--- src/rtl/pipe_stage_buf.sv ---
// pipe_stage_buf: handshaked pipeline stage register with flush, kill and a NOP control word when empty.
// PIPE_STAGE_SKID_EN selects the two-entry skid buffer with a registered in_ready.
module pipe_stage_buf #(
  parameter int CTRL_W = 16,
  parameter int DATA_W = 154,
  parameter logic [CTRL_W-1:0] CTRL_NOP = '0
) (
  input  logic              clk,
  input  logic              rst_n,
  input  logic              in_valid,
  output logic              in_ready,
  input  logic [CTRL_W-1:0] in_ctrl,
  input  logic [DATA_W-1:0] in_data,
  input  logic              kill_in,
  input  logic              flush,
  output logic              out_valid,
  input  logic              out_ready,
  output logic [CTRL_W-1:0] out_ctrl,
  output logic [DATA_W-1:0] out_data,
  output logic [1:0]        occupancy
);
  logic take, emit;
  assign take = in_valid & in_ready & ~kill_in & ~flush;
  assign emit = out_valid & out_ready;
`ifdef PIPE_STAGE_SKID_EN
  typedef enum logic [1:0] {EMPTY = 2'd0, ONE = 2'd1, TWO = 2'd2} state_t;
  state_t state_q;
  logic rdy_q;
  logic [CTRL_W-1:0] ctrl_q, sk_ctrl_q;
  logic [DATA_W-1:0] data_q, sk_data_q;
  assign in_ready  = rdy_q;
  assign out_valid = state_q != EMPTY;
  assign occupancy = state_q;
  assign out_ctrl  = ctrl_q;
  assign out_data  = data_q;
  // rdy_q tracks "not TWO" as a flop so in_ready has no path from out_ready
  always_ff @(posedge clk or negedge rst_n) begin
    if (!rst_n) begin
      state_q   <= EMPTY;
      rdy_q     <= 1'b1;
      ctrl_q    <= CTRL_NOP;
      sk_ctrl_q <= CTRL_NOP;
      data_q    <= '0;
      sk_data_q <= '0;
    end else if (flush) begin
      state_q   <= EMPTY;
      rdy_q     <= 1'b1;
      ctrl_q    <= CTRL_NOP;
      sk_ctrl_q <= CTRL_NOP;
    end else begin
      case (state_q)
        EMPTY: if (take) begin
          state_q <= ONE;
          ctrl_q  <= in_ctrl;
          data_q  <= in_data;
        end
        ONE: if (take && !emit) begin
          state_q   <= TWO;
          rdy_q     <= 1'b0;
          sk_ctrl_q <= in_ctrl;
          sk_data_q <= in_data;
        end else if (take) begin
          ctrl_q <= in_ctrl;
          data_q <= in_data;
        end else if (emit) begin
          state_q <= EMPTY;
          ctrl_q  <= CTRL_NOP;
        end
        TWO: if (emit) begin
          state_q   <= ONE;
          rdy_q     <= 1'b1;
          ctrl_q    <= sk_ctrl_q;
          data_q    <= sk_data_q;
          sk_ctrl_q <= CTRL_NOP;
        end
        default: state_q <= EMPTY;
      endcase
    end
  end
`else
  logic valid_q;
  logic [CTRL_W-1:0] ctrl_q;
  logic [DATA_W-1:0] data_q;
  assign in_ready  = ~valid_q | out_ready;
  assign out_valid = valid_q;
  assign occupancy = {1'b0, valid_q};
  assign out_ctrl  = ctrl_q;
  assign out_data  = data_q;
  always_ff @(posedge clk or negedge rst_n) begin
    if (!rst_n) begin
      valid_q <= 1'b0;
      ctrl_q  <= CTRL_NOP;
      data_q  <= '0;
    end else begin
      if (flush) begin
        valid_q <= 1'b0;
        ctrl_q  <= CTRL_NOP;
      end else if (take) begin
        valid_q <= 1'b1;
        ctrl_q  <= in_ctrl;
      end else if (emit) begin
        valid_q <= 1'b0;
        ctrl_q  <= CTRL_NOP;
      end
      if (take) data_q <= in_data;
    end
  end
`endif
endmodule
--- config.mk ---
export PLATFORM = sky130hd
export DESIGN_NAME = pipe_stage_buf
export DESIGN_NICKNAME = d
export VERILOG_FILES = /design/src/rtl/pipe_stage_buf.sv
export SDC_FILE = /design/constraint.sdc
export NUM_CORES = 1
export LEC_CHECK = 0
export BUFFER_PORTS_ARGS = -buffer_cell sky130_fd_sc_hd__buf_2
export CAP_MARGIN = 40
export CELL_PAD_IN_SITES_DETAIL_PLACEMENT = 1
export CELL_PAD_IN_SITES_GLOBAL_PLACEMENT = 1
export CORE_MARGIN = 5
export CORE_UTILIZATION = 38
export DETAILED_ROUTE_END_ITERATION = 6
export GPL_TIMING_DRIVEN = 0
export PLACE_DENSITY = 0.87
export REMOVE_ABC_BUFFERS = 1
export SLEW_MARGIN = 10
export SYNTH_ARGS = -nofsm -noshare
export SYNTH_HDL_FRONTEND = slang
export SYNTH_SLANG_ARGS = --single-unit
--- constraint.sdc ---
create_clock -name clk -period 3 [get_ports clk]
set_input_delay 0.6 -clock clk [delete_from_list [all_inputs] [get_ports clk]]
set_output_delay 0.6 -clock clk [all_outputs]
set_load 0.1 [all_outputs]
==> results of run 1 <==
[cells in the mapped netlist (2+ instances only)]
cell type	number	area (um^2)
a22o_1	16	140
buf_2	8	40.0
buf_4	2	15.0
buf_6	2	22.5
buf_8	9	135
dfrtp_1	171	4280
mux2_2	70	788
mux2_4	84	1260
nand2b_1	2	12.5
[final cells by class]
cell class | instances | area, um^2
Multi-Input combinational cell | 177 | 2250
Clock inverter | 11 | 111
Clock buffer | 20 | 447
Sequential cell | 171 | 4280
Fill cell | 1806 | 7980
Timing Repair Buffer | 363 | 2010
Tap cell | 225 | 282
[state kept, by name, summed over array words and instances, names as in the netlist]
name	flops
out_data	154
out_valid	1
out_ctrl	16
[kinds of logic after synthesis]
family / after synthesis
flip-flops: 171
multiplexers: 154
buffers and inverters: 22
AO/OA/AOI/OAI: 18
AND/OR/NAND/NOR: 4
other: 1
[worst max-delay path, stage by stage, from the launching register on]
cell	delay [ps]
dfrtp_1	430
nand2b_1	140
nor3b_4	650
buf_8	260
buf_16	170
buf_8	180
buf_8	170
buf_8	170
mux2_2	340
[routing by layer]
metal | track usage, % | share of wire [%] | vias to the layer above
li1 | - | - | 2031
met1 | 20.3 | 34 | 2280
met2 | 35.9 | 55 | 219
met3 | 6.70 | 8.8 | 34
met4 | 6.45 | 2.0 | 4
met5 | 0 | 0.14 | -
[worst min-delay path by stage]
stage / start / end / slack, ps / cells after the start
floorplan: rst_n / out_ctrl[0]$_DFFE_PN0P_ / 300 / 0
global placement: out_ctrl[12]$_DFFE_PN0P_ / out_ctrl[12]$_DFFE_PN0P_ / 480 / 1
detailed placement: out_ctrl[10]$_DFFE_PN0P_ / out_ctrl[10]$_DFFE_PN0P_ / 490 / 1
CTS: rst_n / out_data[113]$_DFFE_PN0P_ / 200 / 1
global route: rst_n / out_data[117]$_DFFE_PN0P_ / 220 / 1
finish: rst_n / out_data[101]$_DFFE_PN0P_ / 180 / 1
[power by group through the flow]
stage / clock [mW] / combinational [mW] / sequential (mW)
final: 2.08 / 4.67 / 2.98
after detailed placement: 0 / 4.70 / 3.02
after CTS: 2.15 / 4.70 / 2.98
after global routing: 2.25 / 4.79 / 3.04
after floorplan: 0 / 0.645 / 6.22
after global placement: 0 / 4.67 / 2.98
==> results.py, run 1 <==
metrics = {
    "outcome": {
        "status": "finished, final reports clean",
    },
    "finish": {
        "antennaDiodeCount": 0,
        "syn_to_final_growth_pct": 39.1,
        "drive_above_1_share_pct": 73.9,
        "final_cell_mix": "347 x buf_2, 171 x dfrtp_1, 84 x mux2_4",
        "finalInstanceArea_um2": 9380,
        "layout.cells.non_filler": 967,
        "layout_commonest_cell": "buf_2",
        "nNetsFinal": 906,
        "utilization_pct": 54.0,
    },
    "grt": {
        "grt_usage_pct": 19.3,
        "grt_max_degree": 89,
        "grt_pass1_wl_um": 30400,
        "grt_pass1_vias": 5278,
        "antenna_found_initial": 2,
        "overflow": 0,
    },
    "die": {
        "rows": 48,
        "die_h_um": 143,
        "dieArea_um2": 20500,
        "design.core.area_um2": 17400,
        "die_width_um": 143,
        "initial_core_util_pct": 38.8,
        "ios": 350,
    },
    "yosys": {
        "seq_area_frac_synth_pct": 63.5,
        "synth_edf_count": 0,
        "synth-xor-area-share_pct": 0,
        "yosys_warnings": 0,
        "synth_cells": 370,
        "synth_top_family_by_area": "multiplexers",
        "synth-seq-cells": 171,
        "async_flop_share_pct": 100,
        "synthAdderAreaFrac_pct": 0,
        "synthFlopType": "dfrtp_1",
        "syn_avg_cell_area_um2": 18.2,
        "synth-compound-area-share_pct": 2.34,
        "synth_cell_type_count": 15,
        "yosys.area_share.simple_pct": 0.483,
        "synth.area.mux_share_pct": 30.4,
        "syn-cell-area_um2": 6740,
    },
    "pwr": {
        "power_switching_mw": 4.95,
        "power.leakage_nw": 4.79,
        "p_comb_share_pct": 48.0,
        "power_frac_seq_pct": 30.6,
        "irDropWorstVdd_uv": 593,
        "swShare_pct": 50.9,
        "power_mw": 9.73,
        "p_clk_share_pct": 21.4,
        "power_per_cell_area_nw_per_um2": 1040,
        "p_int_mw": 4.78,
    },
    "timing": {
        "fin_crit_sh_pct": 88.6,
        "hold_viol_final": 0,
        "setup_tns_ps": 0,
        "slew-limit-headroom_pct": 51.4,
        "finalSetupViolCount": 0,
        "final.min_clock_period_ps": 2660,
        "max_slew.worst_pin.slew_ps": 729,
        "layout_setup_ws_ps": 341,
        "whs_ps": 177,
        "fin_skew_ps": 11.4,
        "fmax_mhz": 376,
        "rsz0062_at_grt": "no",
        "slew_viol_final": 0,
    },
    "drt": {
        "dr.pass1.iters": 4,
        "wl_um": 19800,
        "remaining_drc_errors": 0,
        "vias": 4568,
        "post_drt_wl_per_cell_um": 20.5,
        "drt_iter0_drc": 104,
        "viasPerCell": 4.72,
        "ant_nets": 0,
    },
    "setup_path": {
        "cp-start-kind": "flip-flop",
        "critical_path_class": "flip-flop to flip-flop",
        "reg2reg_slack_ps": 340,
        "cp.required_ps": 3310,
        "cp_max_fo": 16,
        "rr_worst_depth": 8,
        "r2r_end": "out_data[16]$_DFFE_PN0P_",
        "end_kind": "flip-flop",
        "arrival_ps": 2960,
        "crit-reg2reg-launch": "out_valid$_DFFE_PN0P_",
        "cp-endpoint": "out_data[16]$_DFFE_PN0P_",
        "crit_start": "out_valid$_DFFE_PN0P_",
    },
    "cts": {
        "clk_pin_slew_worst_paths_ps": 70,
        "numCtsBuffers": 17,
        "cts.htree.levels": 4,
        "insertion_delay_ps": 410,
        "cts.sinks": 171,
        "postCtsSetupRepairBufs": 0,
        "cts.repair.resized": 0,
        "cts.path.max_buffers": 2,
        "cts_hold_buf": 0,
        "cts_tree": "yes",
        "cts_root_buf": "clkbuf_16",
    },
    "placed_design": {
        "pre_cts_ws_ps": 19.8,
        "post_dp_cell_area_um2": 8820,
        "portBuffers": 348,
        "gp_congestion": 0.783,
        "dp.cells": 936,
        "dp_hpwl_um": 15600,
    },
    "job": {
        "max-cap-violations": 0,
    },
    "min_path": {
        "hold_class": "input pin to async pin",
    },
}
(Power assumes the default switching activity.)
==> inputs of run 2 (changes only) <==
--- a/config.mk
+++ b/config.mk
@@ -5,15 +5,16 @@
 export SDC_FILE = /design/constraint.sdc
 export NUM_CORES = 1
 export LEC_CHECK = 0
+export ABC_AREA = 1
 export BUFFER_PORTS_ARGS = -buffer_cell sky130_fd_sc_hd__buf_2
 export CAP_MARGIN = 40
 export CELL_PAD_IN_SITES_DETAIL_PLACEMENT = 1
 export CELL_PAD_IN_SITES_GLOBAL_PLACEMENT = 1
 export CORE_MARGIN = 5
-export CORE_UTILIZATION = 38
+export CORE_UTILIZATION = 36
 export DETAILED_ROUTE_END_ITERATION = 6
 export GPL_TIMING_DRIVEN = 0
-export PLACE_DENSITY = 0.87
+export PLACE_DENSITY = 0.89
 export REMOVE_ABC_BUFFERS = 1
 export SLEW_MARGIN = 10
 export SYNTH_ARGS = -nofsm -noshare
==> run 2 against run 1 <==
  * Sequential share of layout area decreased by 1.1 points
  * Via count up 52%
  * Non-clock buffer count fell by 4
  * Clock power is essentially flat
  * Clock-buffer cell count decreased by 1
  * Maximum frequency up 5.7%
  * Total power shrank 8.9%
  * Setup slack better by 140 ps
  * Wire length is 26% higher
  * Critical path type is now flip-flop to output pin
  * Largest cell class unchanged
  * Largest power group unchanged
  * Highest routed layer unchanged
==> results.py, run 2 <==
metrics = {
    "yosys": {
        "synth_edf_count": 0,
        "syn-cell-area_um2": 7160,
        "async_flop_share_pct": 100,
        "ys_top_cells_by_area": "dfrtp_1 60%, nand2_1 17%, nand4_1 15%, buf_2 2.5%, buf_4 1.7%",
        "synthFlopType": "dfrtp_1",
        "yosys_warnings": 0,
        "synth_cells": 768,
        "synth_cell_type_count": 13,
        "synth_top_cell_by_area": "dfrtp_1",
        "seq_area_frac_synth_pct": 59.8,
        "synth_top_cell_area_share_pct": 59.8,
        "synth-seq-cells": 171,
        "syn_avg_cell_area_um2": 9.32,
        "yosysMostFrequentCell": "nand2_1",
        "synth_commonest_cells": "327 x nand2_1, 171 x dfrtp_1, 170 x nand4_1",
    },
    "setup_path": {
        "crit_chain": "nand2_4 > buf_2",
        "critical_path_class": "flip-flop to output pin",
        "cp_max_fo": 45,
        "arrival_ps": 1920,
        "cpPeakStageDelay_ps": 540,
        "cp-start-kind": "flip-flop",
        "cp_slowest_cell": "buf_2",
        "crit_buf_inv": 1,
        "cp.required_ps": 2400,
        "cp_top_family": "buffers and inverters",
        "end_kind": "output pin",
    },
    "drt": {
        "dr.pass1.iters": 5,
        "viasPerCell": 5.15,
        "wl_um": 25100,
        "drt_iter0_drc": 252,
        "remaining_drc_errors": 0,
        "post_drt_wl_per_cell_um": 18.6,
        "vias": 6949,
        "ant_nets": 0,
    },
    "pwr": {
        "p_int_mw": 4.33,
        "power.leakage_nw": 5.44,
        "power_mw": 8.86,
        "power_frac_seq_pct": 32.2,
        "power_switching_mw": 4.53,
        "p_clk_share_pct": 23.8,
        "power_per_cell_area_nw_per_um2": 922,
        "p_comb_share_pct": 44.0,
        "swShare_pct": 51.1,
        "irDropWorstVdd_uv": 474,
    },
    "placed_design": {
        "pre_cts_ws_ps": 215,
        "dp.cells": 1316,
        "dp_hpwl_um": 17600,
        "gp_congestion": 0.772,
        "portBuffers": 348,
        "post_dp_cell_area_um2": 9050,
    },
    "die": {
        "rows": 51,
        "die_width_um": 151,
        "die_h_um": 151,
        "dieArea_um2": 22800,
        "initial_core_util_pct": 36.7,
        "design.core.area_um2": 19500,
        "ios": 350,
    },
    "timing": {
        "rsz0062_at_grt": "no",
        "final.min_clock_period_ps": 2520,
        "fmax_mhz": 398,
        "layout_setup_ws_ps": 485,
        "slew-limit-headroom_pct": 49.0,
        "max_slew.worst_pin.slew_ps": 764,
        "fin_skew_ps": 9.86,
        "finalSetupViolCount": 0,
        "slew_viol_final": 0,
        "hold_viol_final": 0,
        "whs_ps": 187,
        "fin_crit_sh_pct": 83.8,
    },
    "finish": {
        "syn_to_final_growth_pct": 34.3,
        "layout_commonest_cell": "buf_2",
        "final_cell_mix": "347 x buf_2, 326 x nand2_1, 171 x dfrtp_1",
        "nNetsFinal": 1246,
        "largest_register_ffs": 154,
        "layout.cells.non_filler": 1350,
        "drive_above_1_share_pct": 36.3,
        "finalInstanceArea_um2": 9610,
    },
    "cts": {
        "cts.sinks": 171,
        "postCtsSetupRepairBufs": 0,
        "numCtsBuffers": 17,
        "cts.repair.resized": 0,
        "cts.path.max_buffers": 2,
        "insertion_delay_ps": 410,
        "cts_tree": "yes",
        "cts_hold_buf": 0,
        "clk_pin_slew_worst_paths_ps": 70,
        "cts.htree.levels": 4,
        "cts_root_buf": "clkbuf_16",
    },
    "grt": {
        "grtUsageMet2_pct": 36.4,
        "grt_pass1_wl_um": 38900,
        "antenna_found_initial": 4,
        "grtUsageMet1_pct": 25.4,
        "grt_max_degree": 89,
        "grt.met3_usage_pct": 7.06,
        "grt_pass1_vias": 7282,
        "grt_usage_pct": 21.4,
        "grt.busiest_layer": "met2",
        "overflow": 0,
    },
    "job": {
        "max-cap-violations": 0,
    },
    "min_path": {
        "hold_class": "input pin to async pin",
    },
    "outcome": {
        "status": "finished, final reports clean",
    },
}
==> run 2: cell types whose count changed after synthesis, sizes merged <==
cell / before / now
nor3b: 2 / 0
clkbuf: 1 / 14
nand4: 0 / 170
inv: 0 / 3
buf: 21 / 62
nand3: 0 / 18
a22o: 16 / 0
mux2: 154 / 0
nor2: 0 / 1
a211oi: 1 / 0
nand2: 0 / 327
nand2b: 2 / 0
==> run 2: through the flow <==
step,TNS (ps),utilization (%)
6_report,0,49.2
2_1_floorplan,-1090770,-
3_3_place_gp,-1958530,44.9
3_5_place_dp,0,46.4
5_1_grt,0,49.2
4_1_cts,0,49.2
==> run 2: cell families after synthesis <==
| kind of cell | count (synthesis) | share of synthesized area, % |
|---|---|---|
| AND/OR/NAND/NOR | 516 | 33.4 |
| flip-flops | 171 | 59.8 |
| buffers and inverters | 79 | 6.66 |
| AO/OA/AOI/OAI | 1 | 0.0699 |
| other | 1 | 0.0524 |
==> run 2: layer usage <==
layer	share of wire [%]	up-vias	wire length, um
li1	-	3225	-
met1	38	3440	9560
met2	50	242	12600
met3	8.9	38	2240
met4	2.5	4	626
met5	0.11	-	27
==> run 2: worst reg2reg max path: stages, from the launching register on <==
cell	delay, ps
dfrtp_1	450
nand2_4	480
buf_16	330
nand3_4	500
buf_16	390
nand2_1	160
nand2_1	60
==> run 2: final timing paths <==
check | startpoint | endpoint | slack (ps) | cells past startpoint
worst max-delay path | out_valid$_DFFE_PN0P_ | in_ready | 480 | 2
worst min-delay path | rst_n | out_data[40]$_DFFE_PN0P_ | 190 | 1
worst max register to register | out_valid$_DFFE_PN0P_ | out_data[37]$_DFFE_PN0P_ | 510 | 6
worst min register to register | out_data[96]$_DFFE_PN0P_ | out_data[96]$_DFFE_PN0P_ | 460 | 2
max in group asynchronous | rst_n | out_data[90]$_DFFE_PN0P_ | 1930 | 2
min in group clk | in_data[121] | out_data[121]$_DFFE_PN0P_ | 440 | 3
==> run 2: final cells by class <==
type | count | area, um^2
fillers | 2441 | 9920
flip-flops and latches | 171 | 4280
multi-input cells | 518 | 2420
repair buffers | 359 | 2000
clock buffers | 19 | 433
well taps | 265 | 332
clock inverters | 12 | 116
inverters | 3 | 16.3
diodes | 3 | 7.51
==> run 2: power by group through the flow <==
stage               sequential, mW  clock, mW  combinational, mW
floorplan                     5.59          0              0.403
global placement              2.87          0               3.87
detailed placement            2.89          0               3.92
CTS                           2.86       2.17               3.92
global route                  2.90       2.28               4.04
finish                        2.85       2.11               3.90
==> inputs of run 3 (changes only) <==
--- a/config.mk
+++ b/config.mk
@@ -11,10 +11,10 @@
 export CELL_PAD_IN_SITES_DETAIL_PLACEMENT = 1
 export CELL_PAD_IN_SITES_GLOBAL_PLACEMENT = 1
 export CORE_MARGIN = 5
-export CORE_UTILIZATION = 36
+export CORE_UTILIZATION = 33
 export DETAILED_ROUTE_END_ITERATION = 6
 export GPL_TIMING_DRIVEN = 0
-export PLACE_DENSITY = 0.89
+export PLACE_DENSITY = 0.83
 export REMOVE_ABC_BUFFERS = 1
 export SLEW_MARGIN = 10
 export SYNTH_ARGS = -nofsm -noshare
==> constraint.sdc (replaced) <==
create_clock -name clk -period 2.6 [get_ports clk]
set_input_delay 0.52 -clock clk [delete_from_list [all_inputs] [get_ports clk]]
set_output_delay 0.52 -clock clk [all_outputs]
set_load 0.1 [all_outputs]
==> run 3 against run 2 <==
  * Sequential share of layout area down 0.41 points
  * Clock-buffer cell count down 1
  * Via count up 0.35%
  * Non-clock buffer count up 1
  * Clock power up 25%
==> results.py, run 3 (synthesis results as in run 2) <==
metrics = {
    "pwr": {
        "p_clk_share_pct": 25.3,
        "swShare_pct": 50.3,
        "power_per_cell_area_nw_per_um2": 1080,
        "power_switching_mw": 5.25,
        "power_frac_seq_pct": 31.6,
        "power.leakage_nw": 5.47,
        "p_int_mw": 5.19,
        "irDropWorstVdd_uv": 504,
        "p_comb_share_pct": 43.1,
    },
    "setup_path": {
        "critical_path_class": "flip-flop to output pin",
        "cp_max_fo": 77,
        "arrival_ps": 1970,
        "cp_slowest_cell": "dfrtp_1",
        "crit_chain": "nand2_4 > buf_16 > buf_4",
        "end_kind": "output pin",
        "cp.required_ps": 2080,
        "cp_top_family": "buffers and inverters",
        "cp-start-kind": "flip-flop",
        "crit_buf_inv": 2,
        "cpPeakStageDelay_ps": 470,
    },
    "timing": {
        "rsz0062_at_grt": "no",
        "finalSetupViolCount": 0,
        "fin_skew_ps": 16.8,
        "fin_crit_sh_pct": 95.7,
        "max_slew.worst_pin.slew_ps": 801,
        "slew-limit-headroom_pct": 46.6,
        "final.min_clock_period_ps": 2490,
        "setup_tns_ps": 0,
        "hold_viol_final": 0,
        "whs_ps": 102,
        "fmax_mhz": 402,
        "slew_viol_final": 0,
    },
    "drt": {
        "wl_um": 25800,
        "vias": 6973,
        "dr.pass1.iters": 4,
        "remaining_drc_errors": 0,
        "drt_iter0_drc": 366,
        "ant_nets": 0,
        "viasPerCell": 5.12,
        "post_drt_wl_per_cell_um": 19.0,
    },
    "grt": {
        "overflow": 0,
        "grt_usage_pct": 20.5,
        "grt_max_degree": 101,
        "grt_pass1_wl_um": 40500,
        "grt_pass1_vias": 7289,
        "antenna_found_initial": 3,
    },
    "cts": {
        "postCtsSetupRepairBufs": 0,
        "clk_pin_slew_worst_paths_ps": 70,
        "cts.sinks": 171,
        "insertion_delay_ps": 420,
        "cts.path.max_buffers": 2,
        "cts_root_buf": "clkbuf_16",
        "cts.htree.levels": 4,
        "cts_hold_buf": 0,
        "cts_tree": "yes",
        "numCtsBuffers": 17,
    },
    "finish": {
        "layout_commonest_cell": "buf_2",
        "drive_above_1_share_pct": 36.5,
        "syn_to_final_growth_pct": 35.5,
        "nNetsFinal": 1248,
        "final_cell_mix": "346 x buf_2, 326 x nand2_1, 171 x dfrtp_1",
        "layout.cells.non_filler": 1361,
        "largest_register_ffs": 154,
    },
    "die": {
        "dieArea_um2": 24700,
        "design.core.area_um2": 21200,
        "rows": 53,
        "die_width_um": 157,
        "ios": 350,
        "initial_core_util_pct": 33.7,
        "die_h_um": 157,
    },
    "placed_design": {
        "dp.cells": 1327,
        "gp_congestion": 0.774,
        "dp_hpwl_um": 17600,
        "portBuffers": 348,
    },
    "job": {
        "max-cap-violations": 0,
    },
    "outcome": {
        "status": "finished, final reports clean",
    },
    "min_path": {
        "hold_class": "input pin to async pin",
    },
}
[run 3: area by class of cell]
type | instances | area (um^2)
fillers | 2571 | 11500
repair buffers | 360 | 2030
well taps | 275 | 344
inverters | 3 | 16.3
multi-input cells | 519 | 2430
clock buffers | 18 | 429
diodes | 3 | 7.51
clock inverters | 12 | 165
flip-flops and latches | 171 | 4280
[run 3: metrics by stage]
stage	util, %	total power, mW	cell area, um^2	setup WS [ps]
after CTS	45.7	10.5	9690	113
after floorplan	-	6.92	6690	-7040
after detailed placement	42.8	7.87	9080	-445
after global routing	45.7	10.8	9700	14.3
final	45.7	10.4	9700	111
after global placement	41.4	7.79	8780	-11010
[run 3: what timing repair did]
item,4_1_cts,5_1_grt
setup endpoints to repair,5,0
resized for setup,1,0
hold endpoints to repair,0,0
[run 3: routing by layer]
metal  wire [um]  GRT usage (%)
met2       12400           33.6
met4         813           7.70
met3        2100           6.13
met5          19              0
met1       10400           25.5
[run 3: power by group through the flow]
stage | Combinational [mW] | Sequential [mW] | Clock (mW)
floorplan | 0.465 | 6.45 | 0
global placement | 4.47 | 3.32 | 0
global route | 4.67 | 3.35 | 2.82
detailed placement | 4.53 | 3.34 | 0
finish | 4.50 | 3.30 | 2.64
CTS | 4.53 | 3.30 | 2.72
[run 3: worst paths after layout]
| kind | start | end | slack (ps) | cells past startpoint |
|---|---|---|---|---|
| max | out_valid$_DFFE_PN0P_ | in_ready | 110 | 3 |
| min | rst_n | out_data[113]$_DFFE_PN0P_ | 100 | 1 |
| max reg2reg | out_valid$_DFFE_PN0P_ | out_data[57]$_DFFE_PN0P_ | 150 | 7 |
| min reg2reg | out_data[69]$_DFFE_PN0P_ | out_data[69]$_DFFE_PN0P_ | 460 | 2 |
| max in group asynchronous | rst_n | out_data[115]$_DFFE_PN0P_ | 1620 | 2 |
| min in group clk | in_data[100] | out_data[100]$_DFFE_PN0P_ | 350 | 3 |
